### src/rtl/i2c_mem_pkg.sv
// Shared types and constants for the I2C memory bridge (i2c_mem_ptr, i2c_mem_port).
package i2c_mem_pkg;

   typedef enum logic [2:0] {
      IDLE,
      PTR,
      WRITE,
      READ,
      DISCARD
   } state_t;

   localparam logic       ACK       = 1'b1;
   localparam logic       NACK      = 1'b0;
   localparam logic [7:0] IDLE_DATA = 8'hFF;

endpackage

### src/rtl/i2c_mem_ptr.sv
// Memory pointer for the I2C bridge: pointer shadow (MSB byte first), byte counter,
// range check of the assembled pointer and wrap-at-DEPTH increment.
module i2c_mem_ptr #(
   parameter  int DEPTH      = 128,
   localparam int ADDR_W     = $clog2(DEPTH),
   localparam int ADDR_BYTES = (ADDR_W + 7) / 8
) (
   input  logic              i_clk,
   input  logic              i_rst,
   input  logic              i_clr,
   input  logic              i_shift,
   input  logic [7:0]        i_rx_data,
   input  logic              i_load,
   input  logic              i_adv,
   output logic [ADDR_W-1:0] o_ptr,
   output logic              o_last,
   output logic              o_in_range
);

   localparam int                SH_W      = 8 * ADDR_BYTES;
   localparam int                CNT_W     = $clog2(ADDR_BYTES + 1);
   localparam logic [SH_W:0]     DEPTH_V   = (SH_W + 1)'(DEPTH);
   localparam logic [ADDR_W-1:0] LAST_ADDR = ADDR_W'(DEPTH - 1);

   logic [SH_W-1:0]   r_shadow;
   logic [CNT_W-1:0]  r_cnt;
   logic [ADDR_W-1:0] r_ptr;
   logic [SH_W-1:0]   w_shadow_nxt;
   logic [ADDR_W-1:0] w_ptr_inc;

   // Range check looks at the shadow including the byte arriving this cycle,
   // so any set bit above ADDR_W also fails the compare.
   assign w_shadow_nxt = (r_shadow << 8) | SH_W'(i_rx_data);
   assign o_in_range   = {1'b0, w_shadow_nxt} < DEPTH_V;
   assign o_last       = (r_cnt == CNT_W'(ADDR_BYTES - 1));
   assign w_ptr_inc    = (r_ptr == LAST_ADDR) ? '0 : r_ptr + ADDR_W'(1);
   assign o_ptr        = r_ptr;

   always_ff @(posedge i_clk) begin
      if (i_rst) begin
         r_shadow <= '0;
         r_cnt    <= '0;
         r_ptr    <= '0;
      end else begin
         if (i_clr) begin
            r_shadow <= '0;
            r_cnt    <= '0;
         end else if (i_shift) begin
            r_shadow <= w_shadow_nxt;
            r_cnt    <= r_cnt + CNT_W'(1);
         end
         if (i_load) begin
            r_ptr <= w_shadow_nxt[ADDR_W-1:0];
         end else if (i_adv) begin
            r_ptr <= w_ptr_inc;
         end
      end
   end

endmodule

### src/rtl/i2c_mem_port.sv
// Byte-level RAM bridge behind an I2C subordinate byte engine.
// Optional write protection (wp port) is built when I2C_MEM_WP_EN is defined.
module i2c_mem_port
   import i2c_mem_pkg::*;
#(
   parameter  int DEPTH      = 128,
   localparam int ADDR_W     = $clog2(DEPTH),
   localparam int ADDR_BYTES = (ADDR_W + 7) / 8
) (
   input  logic              clk,
   input  logic              rst,
   input  logic              start_evt,
   input  logic              rw,
   input  logic              stop_evt,
   input  logic              rx_valid,
   input  logic [7:0]        rx_data,
   output logic              rx_ack_valid,
   output logic              rx_ack,
   input  logic              tx_req,
   output logic              tx_valid,
   output logic [7:0]        tx_data,
   output logic [ADDR_W-1:0] ptr,
   output logic              busy,
`ifdef I2C_MEM_WP_EN
   input  logic              wp,
`endif
   output state_t            dbg_state
);

   // Handshake: every input event is a 1-cycle pulse with no back-pressure; each
   // rx_valid yields exactly one rx_ack_valid and each tx_req exactly one tx_valid,
   // both registered one clock later, unless start_evt or rst swallow the event.

   state_t            r_state;
   state_t            w_state_nxt;
   logic [7:0]        r_mem [DEPTH];
   logic              r_ack_v;
   logic              r_ack;
   logic              r_tx_v;
   logic [7:0]        r_tx_data;
   logic [ADDR_W-1:0] w_ptr;
   logic              w_ack_v;
   logic              w_ack;
   logic              w_tx_v;
   logic              w_tx_rd;
   logic              w_we;
   logic              w_clr;
   logic              w_shift;
   logic              w_load;
   logic              w_adv;
   logic              w_last;
   logic              w_in_range;
   logic              w_wp;

`ifdef I2C_MEM_WP_EN
   assign w_wp = wp;
`else
   assign w_wp = 1'b0;
`endif

   i2c_mem_ptr #(
      .DEPTH (DEPTH)
   ) u_ptr (
      .i_clk      (clk),
      .i_rst      (rst),
      .i_clr      (w_clr),
      .i_shift    (w_shift),
      .i_rx_data  (rx_data),
      .i_load     (w_load),
      .i_adv      (w_adv),
      .o_ptr      (w_ptr),
      .o_last     (w_last),
      .o_in_range (w_in_range)
   );

   always_comb begin
      w_state_nxt = r_state;
      w_ack_v     = 1'b0;
      w_ack       = NACK;
      w_tx_v      = 1'b0;
      w_tx_rd     = 1'b0;
      w_we        = 1'b0;
      w_clr       = 1'b0;
      w_shift     = 1'b0;
      w_load      = 1'b0;
      w_adv       = 1'b0;
      if (start_evt) begin
         // START takes the whole cycle: a coincident byte or tx request is dropped.
         w_clr       = !rw;
         w_state_nxt = rw ? READ : PTR;
      end else begin
         if (rx_valid) begin
            w_ack_v = 1'b1;
            case (r_state)
               PTR: begin
                  w_shift = 1'b1;
                  if (!w_last) begin
                     w_ack = ACK;
                  end else if (w_in_range) begin
                     w_load      = 1'b1;
                     w_ack       = ACK;
                     w_state_nxt = WRITE;
                  end else begin
                     w_state_nxt = DISCARD;
                  end
               end
               WRITE: begin
                  w_adv = 1'b1;
                  if (!w_wp) begin
                     w_we  = 1'b1;
                     w_ack = ACK;
                  end
               end
               default: ;
            endcase
         end
         // A tx request colliding with rx is a protocol error and gets filler data.
         if (tx_req) begin
            w_tx_v = 1'b1;
            if (!rx_valid && r_state == READ) begin
               w_tx_rd = 1'b1;
               w_adv   = 1'b1;
            end
         end
         if (stop_evt) begin
            w_state_nxt = IDLE;
         end
      end
   end

   always_ff @(posedge clk) begin
      if (rst) begin
         r_state   <= IDLE;
         r_ack_v   <= 1'b0;
         r_ack     <= 1'b0;
         r_tx_v    <= 1'b0;
         r_tx_data <= 8'h00;
      end else begin
         r_state <= w_state_nxt;
         r_ack_v <= w_ack_v;
         r_ack   <= w_ack;
         r_tx_v  <= w_tx_v;
         if (w_tx_v) begin
            r_tx_data <= w_tx_rd ? r_mem[w_ptr] : IDLE_DATA;
         end
      end
   end

   // RAM contents survive rst; only the write itself is blocked during reset.
   always_ff @(posedge clk) begin
      if (w_we && !rst) begin
         r_mem[w_ptr] <= rx_data;
      end
   end

   assign rx_ack_valid = r_ack_v;
   assign rx_ack       = r_ack;
   assign tx_valid     = r_tx_v;
   assign tx_data      = r_tx_data;
   assign ptr          = w_ptr;
   assign busy         = (r_state != IDLE);
   assign dbg_state    = r_state;

endmodule
### config.mk
export PLATFORM = sky130hd
export DESIGN_NAME = i2c_mem_port
export DESIGN_NICKNAME = d
export VERILOG_FILES = /design/src/rtl/i2c_mem_pkg.sv /design/src/rtl/i2c_mem_ptr.sv /design/src/rtl/i2c_mem_port.sv
export SDC_FILE = /design/constraint.sdc
export NUM_CORES = 1
export LEC_CHECK = 0
export ABC_AREA = 1
export BUFFER_PORTS_ARGS = -buffer_cell sky130_fd_sc_hd__buf_2
export CORE_UTILIZATION = 39
export CTS_CLUSTER_SIZE = 16
export DETAILED_ROUTE_END_ITERATION = 7
export PLACE_DENSITY_LB_ADDON = 0.08
export REMOVE_ABC_BUFFERS = 1
export SLEW_MARGIN = 40
export SYNTH_ARGS = -nofsm -noshare
export SYNTH_HDL_FRONTEND = slang
export SYNTH_SLANG_ARGS = --single-unit
### constraint.sdc
create_clock -name clk -period 2.4 [get_ports clk]
set_input_delay 0.48 -clock clk [delete_from_list [all_inputs] [get_ports clk]]
set_output_delay 0.48 -clock clk [all_outputs]
set_load 0.005 [all_outputs]
[Word-level counts from Yosys, hierarchy flattened]
Memories as Yosys holds them, arrays and structs flattened. A register that Yosys moved wholly into a read port is not among the register bits.
Index checks and enable logic that the tools add are counted.
Cells by class
  add/sub/neg operators: 2
  order comparisons: 1
  equality and inequality tests: 5
  muxes and demuxes: 38
  bitwise logic cells: 1
  reduce and logical (&&, ||, !) cells: 13
Operators with widths (count)
  7-bit two-way mux: 5
  1-bit two-way mux: 24
  3-bit two-way mux: 6
  3-bit nonzero test: 3
  8-bit < comparator, second input constant: 1
  8-bit two-way mux: 1
  7-bit by 1-bit adder with 7-bit output, second input constant: 1
  7-bit == test, second input constant: 1
  3-bit by 2-bit == test with 1-bit output, second input constant: 2
  2-bit OR reduction: 2
  3-bit by 1-bit == test with 1-bit output, second input constant: 1
  1-bit logical NOT: 3
  3-bit != test, second input constant: 1
  3-bit AND reduction: 1
  3-bit OR reduction: 1
  1-bit logical AND: 2
  2-bit two-way mux: 1
  1-bit one-hot mux with 2 select lines: 1
  2-bit nonzero test: 1
  1-bit adder, second input constant: 1
  1-bit inverter: 1
Word-level totals
  register bits after elaboration: 22
  memory bits (writable): 1024
  input port bits: 15
  output and inout bits: 22
  logic and storage cells: 68
  memories: 1
Memory list
  r_mem: depth 128, width 8, rd ports 1, clocked after Yosys merged registers in 1, write ports 1, line i2c_mem_port.sv:36  | logic [7:0] r_mem [DEPTH];

[Longest topological paths before layout]
Gate-level depths: netlist of the first run.
  word-level depth: 10
  mapped depth: 16
  mapped depth without buffers: 13

[Cells and area by module]
From an unflattened synthesis of the first run, not the netlist that was laid out.
Unflattened totals
  cells, all modules: 4532
  area, all modules: 45170.8 um^2
Modules (own cells, without submodules)
  i2c_mem_port: times used 1, cells an instance 4468, area each 44696.6 um^2, sequential area each 31029.8 um^2
  i2c_mem_ptr: times used 1, cells an instance 64, area each 474.2 um^2, sequential area each 160.2 um^2

[Worst setup path after synthesis of the first run]
OpenSTA, ideal clock, no wires.
  path type: input -> register
  start: input rst
  end: memory r_mem[127][0], enable pin
  setup time: 370 ps
  arrival time: 1883 ps
  required time: 2030 ps
  slack: 147 ps
  stages on the path: 9
  buffers on the path: 3
  cell sequence: buf_2 inv_1 nand2_1 inv_1 nand2_1 or2_2 clkbuf_1 buf_2 nor2_1
Between the ends
  cells in the longest elaborated chain, start to end: 4
RTL lines
  from (decl): line i2c_mem_port.sv:11  | input logic rst,
  1-bit logical NOT: line i2c_mem_port.sv:151  | if (w_we && !rst) begin
  1-bit logical AND: line i2c_mem_port.sv:151
  1-bit two-way mux: line i2c_mem_port.sv:151
  1-bit two-way mux (implied by the code): line i2c_mem_port.sv:152  | r_mem[w_ptr] <= rx_data;
  to (decl): line i2c_mem_port.sv:36
Every way passes these cells.

==> key figures, run 1 <==
Floorplan
  – Rows: around 120
  – Height of the die: 335.5 um
  – Die Area: roughly 110000 um2
  – Num ports: 37
  – Die width: 335.5 um
  – Initial Util: 0.3958
  – Core area: between 100000 and 150000 um2

Yosys
  – Synth top area cells: edfxtp_1 (71%), nand2_1 (12%), nand3_1 (10%), buf_2 (1.5%), buf_6 (1.5%)
  – Number of synthesized flops with an enable pin: 1024
  – Mean area per synthesized cell: 11.51 um2
  – Synth top cells by count: nand2_1 (1357), edfxtp_1 (1024), nand3_1 (884), nor2_1 (150), buf_2 (133)
  – Top cell type's share of synthesized area: 0.7087
  – Count leader, synth: nand2_1
  – Distinct cells, synth: 28
  – Yosys warnings: 0
  – Sequential area share after synthesis: 0.7221
  – Synth Cell Area: ~43000 um2
  – Top FF cell, synth: edfxtp_1
  – FFs w/ async S/R, synth: 0
  – Cell count after synthesis: 3770
  – Cell taking the most area after synthesis: edfxtp_1
  – #FFs+latches synth: about 1100

Final layout
  – Area Growth Syn to Fin: 17.29%
  – Nets@finish: between 3000 and 4000
  – Share of layout cells above drive strength 1: 0.1252
  – Layout filler cell count: approximately 10000

STA
  – Final Setup Violations: 0
  – Final number of hold-violating endpoints: 0
  – Setup WS post-layout: around 120 ps
  – Fmax: 438.8 MHz
  – Worst Clk Skew: ~29 ps
  – Least-Margin Pin Slew: about 770 ps
  – Slew HR: 0.4885
  – Min Tclk post-route: around 2300 ps
  – Slew Limit Fails: 0
  – Ratio of final minimum period to clock period: 0.9495

Routing
  – Final ANT Viol Nets: 0
  – DRT Pass-1 Iters: 8
  – Routed len/inst: around 23 um
  – Routed WL: around 130 mm
  – DR vias: around 28000
  – DR iter-0 viols: roughly 2700
  – Vias/cell: between 5 and 6
  – DRC errors left: 3

Power
  – VDD IR max: 0.0006788 V
  – P_leak: 18.53 nW
  – P per Cell Area: 773.8 nW/um2
  – Power consumption: between 30 and 40 mW

GRT
  – First-pass GRT wire length: between 150 and 200 mm
  – Vias in the first global route: roughly 28000
  – Initial antenna violation count: 2
  – GR Util All Layers: 0.2237
  – Largest net degree at the start of global routing: roughly 130
  – Grt total ovfl: 0

Setup path
  – Critical path arrival: between 2000 and 3000 ps
  – Crit path required time: 3000 ps
  – Setup crit end kind: flip-flop
  – CP Max Fanout: 31
  – Startpoint types: flip-flop
  – CP Class: flip-flop to flip-flop

Run status
  – Failing checks: design-rule violations
  – Status: finished with violations

Clock network
  – Clock Tree Root: clkbuf_16
  – CTS clk-pin slew, worst paths: approximately 60 ps
  – CTS sink cnt: 1053
  – H-Tree Depth: 3
  – Cts bufs inserted: 114
  – Clock latency at the later pin of the worst-skew pair: about 700 ps
  – CTS max path bufs: 3
  – CTS tree: built

Job
  – Maxcap violations: 0

Worst hold path
  – Hold Path Class: input port to flip-flop

Place
  – I/O Buffers: 36
  – Placer Congestion: about 0.8
  – Post-place setup slack: 89.44 ps
  – Dpl hpwl: ~74 mm
[cells in the final DEF, fill, tap and decap left out, types with 3 or more instances in the layout]
cell type,n
clkbuf_8,5
inv_6,3
dfxtp_1,24
buf_4,214
clkinv_2,22
clkinv_1,23
edfxtp_1,1024
bufinv_16,10
inv_8,3
buf_6,9
o21ai_0,9
nand2_1,1357
dfxtp_4,3
buf_12,63
buf_16,6
nand3_1,876
a21oi_1,13
clkbuf_16,122
a31oi_1,7
buf_2,28
inv_1,43
clkbuf_1,29
nand3_2,8
nor2_1,150
[area by class of cell]
class / instances / area [um2] / share of cell area
Clock inverter: 61 / 579.3 / 0.01138
Timing Repair Buffer: 327 / 3450 / 0.06778
Clock buffer: 149 / 3055 / 0.06004
Sequential cell: 1053 / 31340 / 0.6159
Multi-Input combinational cell: 2435 / 10380 / 0.2039
Antenna cell: 1 / 2.502 / 0.00004917
Inverter: 48 / 216.5 / 0.004253
Tap cell: 1476 / 1847 / 0.03629
Timing Repair inverter: 2 / 22.52 / 0.0004425
[metal layers]
metal  up-vias  GRT usage  part of all wire
met4         2    0.05790             0.019
met5         -          0          0.000063
met2       743     0.3490              0.45
met1     13940     0.3259              0.47
met3       152    0.03344             0.055
li1      13600          -                 -
[critical path, cell delays in order, from the launching register on]
cell and delay (ps):
dfxtp_4 490, clkinv_16 160, buf_12 160, buf_12 160, nand2_1 70, nand3_1 70, nand3_1 120, nand2_1 100
nand2_1 70, nand3_1 170, nand3_1 200, nand2_1 130, nand2_1 80, nand3_1 80, nand2_1 70, inv_1 30
[cell families after synthesis]
| group | after synthesis | synth area share |
|---|---|---|
| AOI/OAI and AO/OA | 33 | 0.004124 |
| xor gates and xnor gates | 1 | 0.0002019 |
| adders and majority gates | 1 | 0.0002883 |
| buffers and inverters | 282 | 0.03974 |
| DFF | 1053 | 0.7221 |
| and+or+nand+nor | 2400 | 0.2336 |
[where the power goes]
| part | internal, mW | switching [mW] |
|---|---|---|
| Clock | 10.0 | 7.20 |
| Combinational | 0.569 | 1.39 |
| Sequential | 20.2 | 0.0480 |
[what timing repair did]
| item | 4_1_cts | 5_1_grt |
|---|---|---|
| hold buffers | 0 | 0 |
| endpoints found under the setup margin | 0 | 6 |
| gates resized for setup | 0 | 9 |
| buffers inserted | 0 | 7 |
[final timing paths]
check	slack [ps]	end	cells past startpoint	from
worst min-delay path	60	dbg_state[2]$_SDFFE_PP0P_	4	stop_evt
worst max register to register	120	tx_data[0]$_SDFFE_PP0P_	15	flip-flop
worst min register to register	530	u_ptr.r_cnt$_SDFFE_PP0P_	2	u_ptr.r_cnt$_SDFFE_PP0P_
worst max-delay path	120	tx_data[0]$_SDFFE_PP0P_	15	flip-flop
[registers in the layout (all words and copies together), names as in the netlist, named ones only]
name and count:
u_ptr.o_ptr 7, tx_data 8, tx_valid 1, rx_ack 1, dbg_state 3, u_ptr.r_cnt 1, r_mem 1024, rx_ack_valid 1
[per-stage QoR]
step / utilization / cell area, um2 / cells / hold slack [ps] / setup TNS [ps]
3_5_place_dp: 0.4281 / 46930 / 5325 / 517.1 / 0
6_report: 0.4643 / 50890 / 5552 / 55.95 / 0
2_1_floorplan: - / 41850 / 3536 / 468.5 / -96800
3_3_place_gp: 0.4281 / 46930 / 5325 / 509.0 / 0
5_1_grt: 0.4643 / 50890 / 5551 / 76.30 / -5.566
4_1_cts: 0.4613 / 50560 / 5535 / 10.19 / 0
No activity file was read; power rests on OpenSTA's default activity.
==> run 2: changes to the inputs <==
==> constraint.sdc (replaced) <==
create_clock -name clk -period 2.75 [get_ports clk]
set_input_delay 0.55 -clock clk [delete_from_list [all_inputs] [get_ports clk]]
set_output_delay 0.55 -clock clk [all_outputs]
set_load 0.005 [all_outputs]
==> run 2 against run 1 <==
The run now ends clean. Clock skew barely moved. Cell area fell by 1.5%. Worst hold slack improved by 11 ps. Non-clock buffer count fell by 29. Global-route usage fell by 0.21 points. Die area did not move. Count of clock-buffer cells in the layout fell by 9. Sequential share of layout area rose by 0.96 points. Critical path depth did not move. Critical path type unchanged. Critical endpoint is now tx_data[3]$_SDFFE_PP0P_. Sequential power fell by 13%. Maximum frequency fell by 6.4%. Worst setup slack improved by 190 ps.
==> key figures, run 2 (synthesis gave the netlist of run 1 again) <==
Routing
  – DRT Pass-1 Iters: 6 (was 8)
  – DRC errors left: 0 (was 3)
  – Routed WL: 124.1 mm (was 127.1 mm)
  – Routed len/inst: 22.49 um (was 22.90 um)
  – DR vias: 28460 (was 28440)
  – DR iter-0 viols: 2670 (was 2683)
  – Final ANT Viol Nets: 0 (unchanged)
  – Vias/cell: 5.157 (was 5.122)

Setup path
  – Critical path arrival: 3070 ps (was 2880 ps)
  – Most common cell on crit path: nand2_1 (unchanged)
  – CP Max Fanout: 83 (was 31)
  – CP Class: flip-flop to flip-flop (unchanged)
  – Startpoint types: flip-flop (unchanged)
  – Crit path required time: 3380 ps (was 3000 ps)
  – R2r setup slk: 320 ps (was 120 ps)
  – Reg2Reg Depth: 15 (unchanged)
  – FF-to-FF End: tx_data[3]$_SDFFE_PP0P_ (was tx_data[0]$_SDFFE_PP0P_)
  – Delay of the slowest critical-path stage: 430 ps (was 490 ps)
  – Setup crit end kind: flip-flop (unchanged)
  – Critical path capture point: tx_data[3]$_SDFFE_PP0P_ (was tx_data[0]$_SDFFE_PP0P_)
  – Worst path cell trace: inv_16 > buf_12 > buf_4 > nand2_1 > nand3_1 > nand3_1 > nand2_1 > nand2_1 > nand3_1 > nand3_1 > nand2_1 > nand2_1 > nand3_1 > nand2_1 > inv_1 (was clkinv_16 > buf_12 > buf_12 > nand2_1 > nand3_1 > nand3_1 > nand2_1 > nand2_1 > nand3_1 > nand3_1 > nand2_1 > nand2_1 > nand3_1 > nand2_1 > inv_1)
  – CP max stage cell: dfxtp_4 (unchanged)

Final layout
  – Most frequent cells in the layout: nand2_1 (1357), edfxtp_1 (1024), nand3_1 (877) (was nand2_1 (1357), edfxtp_1 (1024), nand3_1 (876))
  – Top reg by flops: r_mem (unchanged)
  – Area Growth Syn to Fin: 15.49% (was 17.29%)
  – Largest register FFs: 1024 (unchanged)
  – Nets@finish: 3964 (was 3997)
  – Share of layout cells above drive strength 1: 0.1183 (was 0.1252)
  – Commonest non-fill, non-tap cell in the layout: nand2_1 (unchanged)

Run status
  – Status: complete, no violations (was finished with violations)

STA
  – Least-Margin Pin Slew: 769.5 ps (was 767.2 ps)
  – Min Tclk post-route: 2434 ps (was 2279 ps)
  – Final Setup Violations: 0 (unchanged)
  – Fmax: 410.8 MHz (was 438.8 MHz)
  – Hold Slack: 67.03 ps (was 55.95 ps)
  – Worst Clk Skew: 28.60 ps (was 28.94 ps)
  – Unrepaired setup endpoints after global routing: false
  – Final number of hold-violating endpoints: 0 (unchanged)
  – Slew HR: 0.4870 (was 0.4885)
  – Ratio of final minimum period to clock period: 0.8852 (was 0.9495)
  – Setup TNS: 0 ps (unchanged)
  – Slew Limit Fails: 0 (unchanged)

Clock network
  – Clock Tree Root: clkbuf_16 (unchanged)
  – Hold Buf Count CTS: 0 (unchanged)
  – CTS tree: built (unchanged)
  – H-Tree Depth: 3 (unchanged)
  – CTS sink cnt: 1053 (unchanged)
  – CTS clk-pin slew, worst paths: 60 ps (about the same)
  – Post-CTS sizing: 0 (unchanged)
  – Clock latency at the later pin of the worst-skew pair: 700 ps (about the same)
  – Number of setup buffers added after CTS: 0 (unchanged)
  – Cts bufs inserted: 112 (was 114)
  – CTS max path bufs: 3 (unchanged)

Place
  – Dpl hpwl: 73.66 mm (was 74.42 mm)
  – Placer Congestion: 0.7970 (was 0.7972)
  – I/O Buffers: 36 (unchanged)

Floorplan
  – Rows: 121 (unchanged)
  – Height of the die: 335.5 um (unchanged)
  – Num ports: 37 (unchanged)
  – Initial Util: 0.3958 (unchanged)
  – Core area: 109600 um2 (unchanged)
  – Die width: 335.5 um (unchanged)
  – Die Area: 112600 um2 (unchanged)

Worst hold path
  – Hold path cells: 1 (was 4)
  – Hold Path Class: input port to flip-flop (unchanged)

Power
  – VDD IR max: 0.0005083 V (was 0.0006788 V)
  – P_leak: 18.17 nW (was 18.53 nW)
  – P per Cell Area: 682.1 nW/um2 (was 773.8 nW/um2)

GRT
  – Largest net degree at the start of global routing: 130 (was 131)
  – GR Util All Layers: 0.2216 (was 0.2237)
  – Initial antenna violation count: 7 (was 2)
  – Grt total ovfl: 0 (unchanged)
  – First-pass GRT wire length: 183.1 mm (was 185.2 mm)
  – Vias in the first global route: 27600 (was 27720)

Job
  – Maxcap violations: 0 (unchanged)
[run 2: cell types whose count changed in the layout (fill, tap and decap cells not counted), moves of 5 or more]
cell,before,now
buf_16,6,0
clkbuf_16,122,115
clkbuf_1,29,22
buf_4,214,219
buf_12,63,43
[run 2: worst min-delay path by stage]
stage / start / to / slack [ps]
floorplan: u_ptr.r_cnt$_SDFFE_PP0P_ / u_ptr.r_cnt$_SDFFE_PP0P_ / 470
finish: rx_data[7] / r_mem[122][7]$_DFFE_PP_ / 70
CTS: rx_data[7] / r_mem[122][7]$_DFFE_PP_ / 30
detailed placement: u_ptr.r_cnt$_SDFFE_PP0P_ / u_ptr.r_cnt$_SDFFE_PP0P_ / 520
global placement: u_ptr.r_cnt$_SDFFE_PP0P_ / u_ptr.r_cnt$_SDFFE_PP0P_ / 520
global route: rx_data[7] / r_mem[122][7]$_DFFE_PP_ / 40
[run 2: final cells by class]
cell class,count,area [um2]
clock inverter,66,595.6
timing repair buffer,298,2735
tap,1476,1847
fill,10290,59500
inverter,48,206.4
sequential,1053,31340
clock buffer,140,3002
multi-input combinational,2435,10370
antenna,4,10.01
[run 2: critical path, delay by kind of cell (launching register included)]
family | cells | cell delay [ps]
AND/OR/NAND/NOR | 11 | 1050
buffers and inverters | 4 | 890
flip-flops | 1 | 430
[run 2: report_power, final]
part	switching, mW	leakage, nW	internal, mW
Sequential	0.0421	9.44	17.6
Clock	6.23	1.76	8.70
Combinational	1.19	6.97	0.418
Total	7.45	18.2	26.7
[run 2: per-layer routing]
metal  track usage  routed length, um
met4       0.05499               2327
met2        0.3426              56390
met3       0.02893               7466
met1        0.3295              57950
met5             0                  0
[run 2: metrics by stage]
step                  util  instances  worst slack (ps)  area (um2)  power, mW
floorplan                -       3536            -11750       41850      18.89
global placement    0.4243       5310             154.3       46500      19.61
detailed placement  0.4243       5310             146.4       46500      19.61
CTS                 0.4571       5516             272.3       50100      34.49
global route        0.4571       5516             100.4       50100      35.20
finish              0.4572       5520             315.6       50110      34.18
